## config.mk

```make
export PLATFORM = sky130hd
export DESIGN_NAME = up_count_flat
export DESIGN_NICKNAME = d
export VERILOG_FILES = /design/src/rtl/up_count_pkg.sv /design/src/rtl/up_count_if.sv /design/src/rtl/up_count_core.sv /design/src/rtl/up_count.sv /design/src/flat_wrapper.sv
export SDC_FILE = /design/constraint.sdc
export NUM_CORES = 1
export LEC_CHECK = 0
export BUFFER_PORTS_ARGS = -buffer_cell sky130_fd_sc_hd__buf_2
export CAP_MARGIN = 20
export CELL_PAD_IN_SITES_DETAIL_PLACEMENT = 1
export CELL_PAD_IN_SITES_GLOBAL_PLACEMENT = 1
export CORE_UTILIZATION = 40
export CTS_CLUSTER_DIAMETER = 200
export CTS_CLUSTER_SIZE = 40
export DETAILED_ROUTE_END_ITERATION = 6
export GPL_ROUTABILITY_DRIVEN = 0
export GPL_TIMING_DRIVEN = 1
export PLACE_DENSITY = 0.8
export SYNTH_ARGS = -nofsm -noshare
export SYNTH_HDL_FRONTEND = slang
export SYNTH_SLANG_ARGS = --single-unit
export TNS_END_PERCENT = 1
```

## constraint.sdc

```tcl
create_clock -name clk -period 2.4 [get_ports clk]
set_clock_uncertainty 0.2 [all_clocks]
set_input_delay 0.24 -clock clk [delete_from_list [all_inputs] [get_ports clk]]
set_output_delay 0.24 -clock clk [all_outputs]
set_load 0.005 [all_outputs]
```

## src/rtl/up_count_pkg.sv

```systemverilog
// Shared definitions for the up_count block: FSM state encoding and default widths.
package up_count_pkg;

    typedef enum logic [1:0] {
        IDLE = 2'd0,
        RUN  = 2'd1,
        DONE = 2'd2
    } state_t;

    localparam int WIDTH_DEF = 4;
    localparam int WRAPW_DEF = 8;

endpackage

```

## src/rtl/up_count_if.sv

```systemverilog
// Control/status bundle of up_count; the counter is the slave, its driver the master.
interface up_count_if
    import up_count_pkg::*;
#(
    parameter int WIDTH = WIDTH_DEF,
    parameter int WRAPW = WRAPW_DEF
);

    logic [WIDTH-1:0] N;
    logic             start;
    logic             stop;
    logic             en;
    logic             oneshot;
    logic [WIDTH-1:0] a;
    logic             tc;
    logic             busy;
    logic             done;
    logic [WRAPW-1:0] wraps;

    modport master (
        output N, start, stop, en, oneshot,
        input  a, tc, busy, done, wraps
    );

    modport slave (
        input  N, start, stop, en, oneshot,
        output a, tc, busy, done, wraps
    );

endinterface

```

## src/rtl/up_count_core.sv

```systemverilog
// Count datapath: the count value, its captured limit and the wrap compare.
module up_count_core
    import up_count_pkg::*;
#(
    parameter int WIDTH = WIDTH_DEF
) (
    input  logic             clk,
    input  logic             rst,
    input  logic [WIDTH-1:0] n,
    input  logic             load,
    input  logic             step,
    output logic [WIDTH-1:0] a,
    output logic             at_limit
);

    localparam logic [WIDTH-1:0] ONE = {{(WIDTH-1){1'b0}}, 1'b1};

    logic [WIDTH-1:0] limit;

    // A restart and a continuous-mode wrap are the same datapath action:
    // clear the count and capture a fresh limit from n.
    always_ff @(posedge clk or posedge rst) begin
        if (rst) begin
            a     <= '0;
            limit <= '0;
        end else if (load) begin
            a     <= '0;
            limit <= n;
        end else if (step) begin
            a <= a + ONE;
        end
    end

    assign at_limit = (a == limit);

endmodule

```

## src/rtl/up_count.sv

```systemverilog
// Up counter to a sampled limit with one-shot/continuous modes, wrap pulse and pass counter.
module up_count
    import up_count_pkg::*;
#(
    parameter int WIDTH = WIDTH_DEF,
    parameter int WRAPW = WRAPW_DEF
) (
    input  logic       clk,
    input  logic       rst,
    up_count_if.slave  bus
);

    localparam logic [WRAPW-1:0] WRAP_ONE = {{(WRAPW-1){1'b0}}, 1'b1};

    state_t           state;
    logic             mode_os;
    logic             tc_q;
    logic             busy_q;
    logic             done_q;
    logic [WRAPW-1:0] wraps_q;

    logic [WIDTH-1:0] a_q;
    logic             at_limit;
    logic             load;
    logic             step;
    logic             wrap_hit;

    // stop dominates everything; start dominates the count step in RUN.
    always_comb begin
        load     = 1'b0;
        step     = 1'b0;
        wrap_hit = 1'b0;
        if (!bus.stop) begin
            case (state)
                IDLE, DONE: load = bus.start;
                RUN: begin
                    if (bus.start) begin
                        load = 1'b1;
                    end else if (bus.en) begin
                        if (at_limit) begin
                            wrap_hit = 1'b1;
                            load     = !mode_os;
                        end else begin
                            step = 1'b1;
                        end
                    end
                end
                default: ;
            endcase
        end
    end

    up_count_core #(.WIDTH(WIDTH)) u_core (
        .clk      (clk),
        .rst      (rst),
        .n        (bus.N),
        .load     (load),
        .step     (step),
        .a        (a_q),
        .at_limit (at_limit)
    );

    always_ff @(posedge clk or posedge rst) begin
        if (rst) begin
            state   <= IDLE;
            mode_os <= 1'b0;
            tc_q    <= 1'b0;
            busy_q  <= 1'b0;
            done_q  <= 1'b0;
            wraps_q <= '0;
        end else begin
            tc_q <= wrap_hit;
            case (state)
                IDLE, DONE: begin
                    if (bus.stop) begin
                        state  <= IDLE;
                        busy_q <= 1'b0;
                        done_q <= 1'b0;
                    end else if (bus.start) begin
                        state   <= RUN;
                        busy_q  <= 1'b1;
                        done_q  <= 1'b0;
                        mode_os <= bus.oneshot;
                        wraps_q <= '0;
                    end
                end
                RUN: begin
                    if (bus.stop) begin
                        state  <= IDLE;
                        busy_q <= 1'b0;
                    end else if (bus.start) begin
                        mode_os <= bus.oneshot;
                        wraps_q <= '0;
                    end else if (wrap_hit) begin
                        if (wraps_q != '1)
                            wraps_q <= wraps_q + WRAP_ONE;
                        if (mode_os) begin
                            state  <= DONE;
                            busy_q <= 1'b0;
                            done_q <= 1'b1;
                        end
                    end
                end
                default: begin
                    state  <= IDLE;
                    busy_q <= 1'b0;
                    done_q <= 1'b0;
                end
            endcase
        end
    end

    assign bus.a     = a_q;
    assign bus.tc    = tc_q;
    assign bus.busy  = busy_q;
    assign bus.done  = done_q;
    assign bus.wraps = wraps_q;

endmodule
```

## src/flat_wrapper.sv

```systemverilog
// flat-port wrapper written by rule: the top's interface ports become plain ports
module up_count_flat import up_count_pkg::*;
#(
    parameter int WIDTH = WIDTH_DEF,
    parameter int WRAPW = WRAPW_DEF
)
  (clk, rst, bus_N, bus_start, bus_stop, bus_en, bus_oneshot, bus_a, bus_tc, bus_busy, bus_done, bus_wraps);
  up_count_if #(.WIDTH(WIDTH), .WRAPW(WRAPW)) bus_i ();
  input  logic clk;
  input  logic rst;
  input wire logic [$bits(bus_i.N)-1:0] bus_N;
  input wire logic [$bits(bus_i.start)-1:0] bus_start;
  input wire logic [$bits(bus_i.stop)-1:0] bus_stop;
  input wire logic [$bits(bus_i.en)-1:0] bus_en;
  input wire logic [$bits(bus_i.oneshot)-1:0] bus_oneshot;
  output wire logic [$bits(bus_i.a)-1:0] bus_a;
  output wire logic [$bits(bus_i.tc)-1:0] bus_tc;
  output wire logic [$bits(bus_i.busy)-1:0] bus_busy;
  output wire logic [$bits(bus_i.done)-1:0] bus_done;
  output wire logic [$bits(bus_i.wraps)-1:0] bus_wraps;
  assign bus_i.N = bus_N;
  assign bus_i.start = bus_start;
  assign bus_i.stop = bus_stop;
  assign bus_i.en = bus_en;
  assign bus_i.oneshot = bus_oneshot;
  assign bus_a = bus_i.a;
  assign bus_tc = bus_i.tc;
  assign bus_busy = bus_i.busy;
  assign bus_done = bus_i.done;
  assign bus_wraps = bus_i.wraps;
  up_count #(.WIDTH(WIDTH), .WRAPW(WRAPW)) u_core (.clk(clk), .rst(rst), .bus(bus_i));
endmodule
```

After elaboration in Yosys (flattened, before gate mapping)
Index checks and enable logic that the tools add are counted.
Word-level totals
  flip-flop bits (word level): 22
  bits of input ports: 10
  output and inout bits: 15
  logic and storage cells: 82
Cells by class
  add/sub/neg operators: 2
  equality and inequality tests: 16
  muxes and demuxes: 45
  bitwise gates (word level): 1
  reductions and logical operators: 10
Operators with widths (count)
  $mux W8: 6
  $mux W1: 26
  $pmux W8 S2: 1
  $mux W2: 6
  $ne A3 B2 Y1 const B: 4
  $add A8 B1 Y8 const B: 1
  $mux W4: 2
  $ne A2 B2 Y1 const B: 4
  $ne A8 B8 Y1 const B: 1
  $ne A3 B3 Y1 const B: 2
  $pmux W1 S2: 3
  $reduce_and A6 Y1: 1
  $reduce_and A5 Y1: 1
  $add A4 B1 Y4 const B: 1
  $eq A4 B4 Y1: 1
  $ne A2 B1 Y1 const B: 2
  $pmux W2 S2: 1
  $reduce_and A4 Y1: 1
  $reduce_bool A2 Y1: 2
  $reduce_and A3 Y1: 1
  $reduce_or A3 Y1: 1
  $eq A2 B1 Y1 const B: 1
  $eq A2 B2 Y1 const B: 1
  $logic_not A2 Y1: 1
  3 further kinds: 3

Logic depth before layout (Yosys ltp)
  depth in word-level cells: 10
  gate-level depth with buffers: 6
  depth with buffers taken out: 6

By module
A second synthesis with hierarchy kept.
Second synthesis, totals
  cell total of the unflattened synthesis: 114
  area, all modules: 1156.1 um2
By module, submodules not included
  up_count: times used 1, cells an instance 83, area an instance 772.0 um2, seq. area each 350.3 um2
  up_count_core: times used 1, cells an instance 31, area an instance 384.1 um2, seq. area each 200.2 um2

Worst setup path after synthesis
No wires, ideal clock.
  path kind: flip-flop to flip-flop
  from: reg u_core.u_core.a[2]
  to: reg u_core.u_core.limit[0]
  setup time: 0.125 ns
  data arrival time: 1.624 ns
  data required time: 2.075 ns
  setup slack: 0.451 ns
  stages on the path, launching flop included: 5
  path buffers: 0
  clock period less this slack: 1.949 ns
  path through: dfrtp_1 xnor2_1 nand4_1 o41ai_4 mux2_2
Between the ends
  longest elaborated chain between the ends: 6
Ends and longest elaborated chain
  from (decl): line up_count_core.sv:12  | output logic [WIDTH-1:0] a,
  from (signal assigned): line up_count_core.sv:30  | a <= a + ONE;
  $eq A4 B4 Y1: line up_count_core.sv:34  | assign at_limit = (a == limit);
  $mux W1: line up_count.sv:40  | if (at_limit) begin
  $mux W1: line up_count.sv:39  | end else if (bus.en) begin
  $mux W1: line up_count.sv:37  | if (bus.start) begin
  $pmux W1 S2: line up_count.sv:34  | case (state)
  $mux W1: line up_count.sv:33  | if (!bus.stop) begin
  to (signal assigned): line up_count_core.sv:28  | limit <= n;
  to (decl): line up_count_core.sv:18  | logic [WIDTH-1:0] limit;
No other way between the ends.
A chain may end at the register's enable or synchronous reset.

Final worst setup path
  from: reg u_core.u_core.a[0]
  to: reg u_core.u_core.limit[0]
The elaborated chain is that of the path after synthesis.

==> results.sh <==
export IMPL_dieArea_um2=3070
export IMPL_slew_headroom_pct=40.8
export IMPL_fmax_mhz=447
export IMPL_die_y_um=55.4
export IMPL_layout_cells_non_filler=178
export IMPL_seqPwrFrac_pct=55.9
export IMPL_drcViolationCount=0
export IMPL_fin_crit_sh_pct=93.3
export IMPL_synth_seq_cells=22
export IMPL_reg2reg_slack_ns=0.16
export IMPL_tightest_slew_ns=0.888
export IMPL_synth_area_um2=1140
export IMPL_place_area_um2=1320
export IMPL_ant_nets=0
export IMPL_required_ns=2.41
export IMPL_overflow=0
export IMPL_cts_resized=0
export IMPL_grt_usage_pct=20.4
export IMPL_num_rows=19
export IMPL_cts_sink_count=22
export IMPL_power_share_switching_pct=26.9
export IMPL_vias=951
export IMPL_p_leak_nw=0.694
export IMPL_grt_max_degree=23
export IMPL_core_area_um2=2730
export IMPL_dp_hpwl_um=2030
export IMPL_nNetsFinal=160
export IMPL_wl_per_cell_um=15.8
export IMPL_antenna_cells=0
export IMPL_cts_tree="yes"
export IMPL_yosys_warnings=0
export IMPL_dp_cells=167
export IMPL_period_minus_slack_ns=2.24
export IMPL_worst_slack_ns=0.162
export IMPL_tns_ns=0
export IMPL_area_growth_syn_to_layout_pct=24.9
export IMPL_cp_max_fo=6
export IMPL_fillers=318
export IMPL_viasPerCell=5.34
export IMPL_outcome="finished, final reports clean"
export IMPL_wl_um=2820
export IMPL_drt_iter0_markers=23
export IMPL_power_uw=740
export IMPL_pwr_share_clk_pct=28.7
export IMPL_floorplan_initialDensity_pct=41.8
export IMPL_critPathLaunchType="flop"
export IMPL_clk_latency_ns=0.31
export IMPL_syn_avg_cell_area_um2=10.4
export IMPL_fin_util_pct=52.2
export IMPL_finalHoldViolations=0
export IMPL_die_x_um=55.4
export IMPL_antenna_found_initial=0
export IMPL_htree_levels=1
export IMPL_p_int_uw=541
export IMPL_crit_arrival_ns=2.25
export IMPL_power_switching_uw=199
export IMPL_p_per_area_nw_per_um2=519
export IMPL_pin_count=25
export IMPL_hold_path_class="in -> reg"
export IMPL_cts_buffer_depth=2
export IMPL_critPathKind="reg -> reg"
export IMPL_comb_power_share_pct=15.4
export IMPL_clkTransAtPathRegs_ns=0.13
export IMPL_io_buffers=24
export IMPL_fin_area_um2=1430
export IMPL_root_buffer="clkbuf_4"
export IMPL_cts_inserted_buffers=3
export IMPL_yosysUniqueCellTypes=31
export IMPL_cp_end_kind="flop"
export IMPL_grt_pass1_wl_um=4900
export IMPL_seq_area_frac_synth_pct=48.2
export IMPL_final_setup_viol_count=0
export IMPL_rsz0062_at_grt="false"
export IMPL_ir_drop_mv=0.344
export IMPL_hold_ws_ns=0.0702
export IMPL_max_cap_violations=0
export IMPL_drtPass1Iterations=4
export IMPL_syn_num_nets=122
export IMPL_drv_slew=0
export IMPL_grt_pass1_vias=1017
export IMPL_dp_slack_ns=0.186
export IMPL_drive_gt1_share_pct=28.6
export IMPL_postSynthCellCount=110
## sequential cells by signal, summed over array words and instances (netlist names)
name,cells
u_core.u_core.limit,4
u_core.mode_os,1
u_core.bus.tc,1
u_core.bus.busy,1
u_core.bus.done,1
u_core.bus.wraps,8
u_core.state,2
u_core.u_core.a,4
## final timing paths
kind,depth (start not counted),endpoint,start
hold reg to reg,2,u_core.bus.done,u_core.bus.done
min in group asynchronous,3,u_core.bus.wraps[4],rst
setup / recovery,4,u_core.u_core.limit[0],u_core.u_core.a[0]
setup reg to reg,4,u_core.u_core.limit[0],u_core.u_core.a[0]
max in group asynchronous,3,u_core.u_core.a[1],rst
hold / removal,4,u_core.state[1],bus_start
## Yosys cell counts
cell type  instances  area share (%)
o41ai_4            1             2.4
a21o_1             1            0.66
nand2_1           11             3.6
buf_4              1            0.66
inv_1              3            0.99
a211o_2            1            0.88
mux2i_1            1            0.88
clkbuf_1           1            0.33
or2_4              1            0.77
xor2_1             2             1.5
nor3_1             7             3.1
a31o_2             1            0.77
and3_1             1            0.55
nand2b_1           2             1.1
nor3b_4            1             1.6
nor2b_1            1            0.55
nand4_1            5             2.7
and2b_1            1            0.66
o21ai_0            3             1.3
nor2_1            14             4.6
nand3_1            5             2.2
o211ai_4           1             1.9
o31ai_1            1            0.66
or3_1              1            0.55
a211oi_1           1            0.66
and4_1             2             1.5
xnor2_1           10             7.7
a21oi_1            2            0.88
ha_1               2             2.2
dfrtp_1           22              48
mux2_2             4             3.9
## routing by layer
layer,track usage [%],share of wire (%)
met1,27.3,46
met2,34.3,50
met3,2.81,2.7
met4,6.43,0.74
met5,0,0
## power groups by stage
stage	sequential (mW)	combinational, mW	clock (mW)
2_1_floorplan	0.414	0.0708	0
6_report	0.414	0.114	0.213
4_1_cts	0.413	0.115	0.219
3_3_place_gp	0.418	0.0994	0
5_1_grt	0.417	0.125	0.238
3_5_place_dp	0.420	0.106	0
## layout make-up
cell class	instances	area [um^2]	share of cell area, %
Clock buffer	4	36.3	2.54
Inverter	3	11.3	0.789
Multi-Input combinational cell	83	569	39.9
Sequential cell	22	551	38.6
Tap cell	31	38.8	2.72
Timing Repair Buffer	35	220	15.4
## logic make-up after synthesis
group,count (synthesis),share of synthesized area [%]
AO/OA/AOI/OAI,12,10.1
XOR/XNOR,12,9.20
adder cells (fa/ha/maj),2,2.19
buffers and inverters,5,1.97
flip-flops,22,48.2
multiplexers,5,4.82
AND/OR/NAND/NOR,52,23.5
## timing repair
| item | 4_1_cts | 5_1_grt |
|---|---|---|
| hold endpoints to repair | 28 | 0 |
| setup buffers | 0 | 0 |
| endpoints found under the setup margin | 0 | 0 |
| hold buffers | 7 | 0 |
## worst max-delay path, stage by stage (launching register included)
cell,delay [ns]
dfrtp_1,0.47
xnor2_1,0.21
nand4_1,0.32
o41ai_4,0.56
mux2_2,0.38
## cell usage in the layout (no fill, tap or decap), types with 4 or more instances in the layout
master         instances
nor3_1                 7
nand4_1                5
nand2_1               11
buf_2                 24
dfrtp_1               22
mux2_2                 4
buf_4                  4
nand3_1                5
nor2_1                14
xnor2_1               10
dlygate4sd3_1          7
Note: power is estimated with default switching activity, not from simulation.
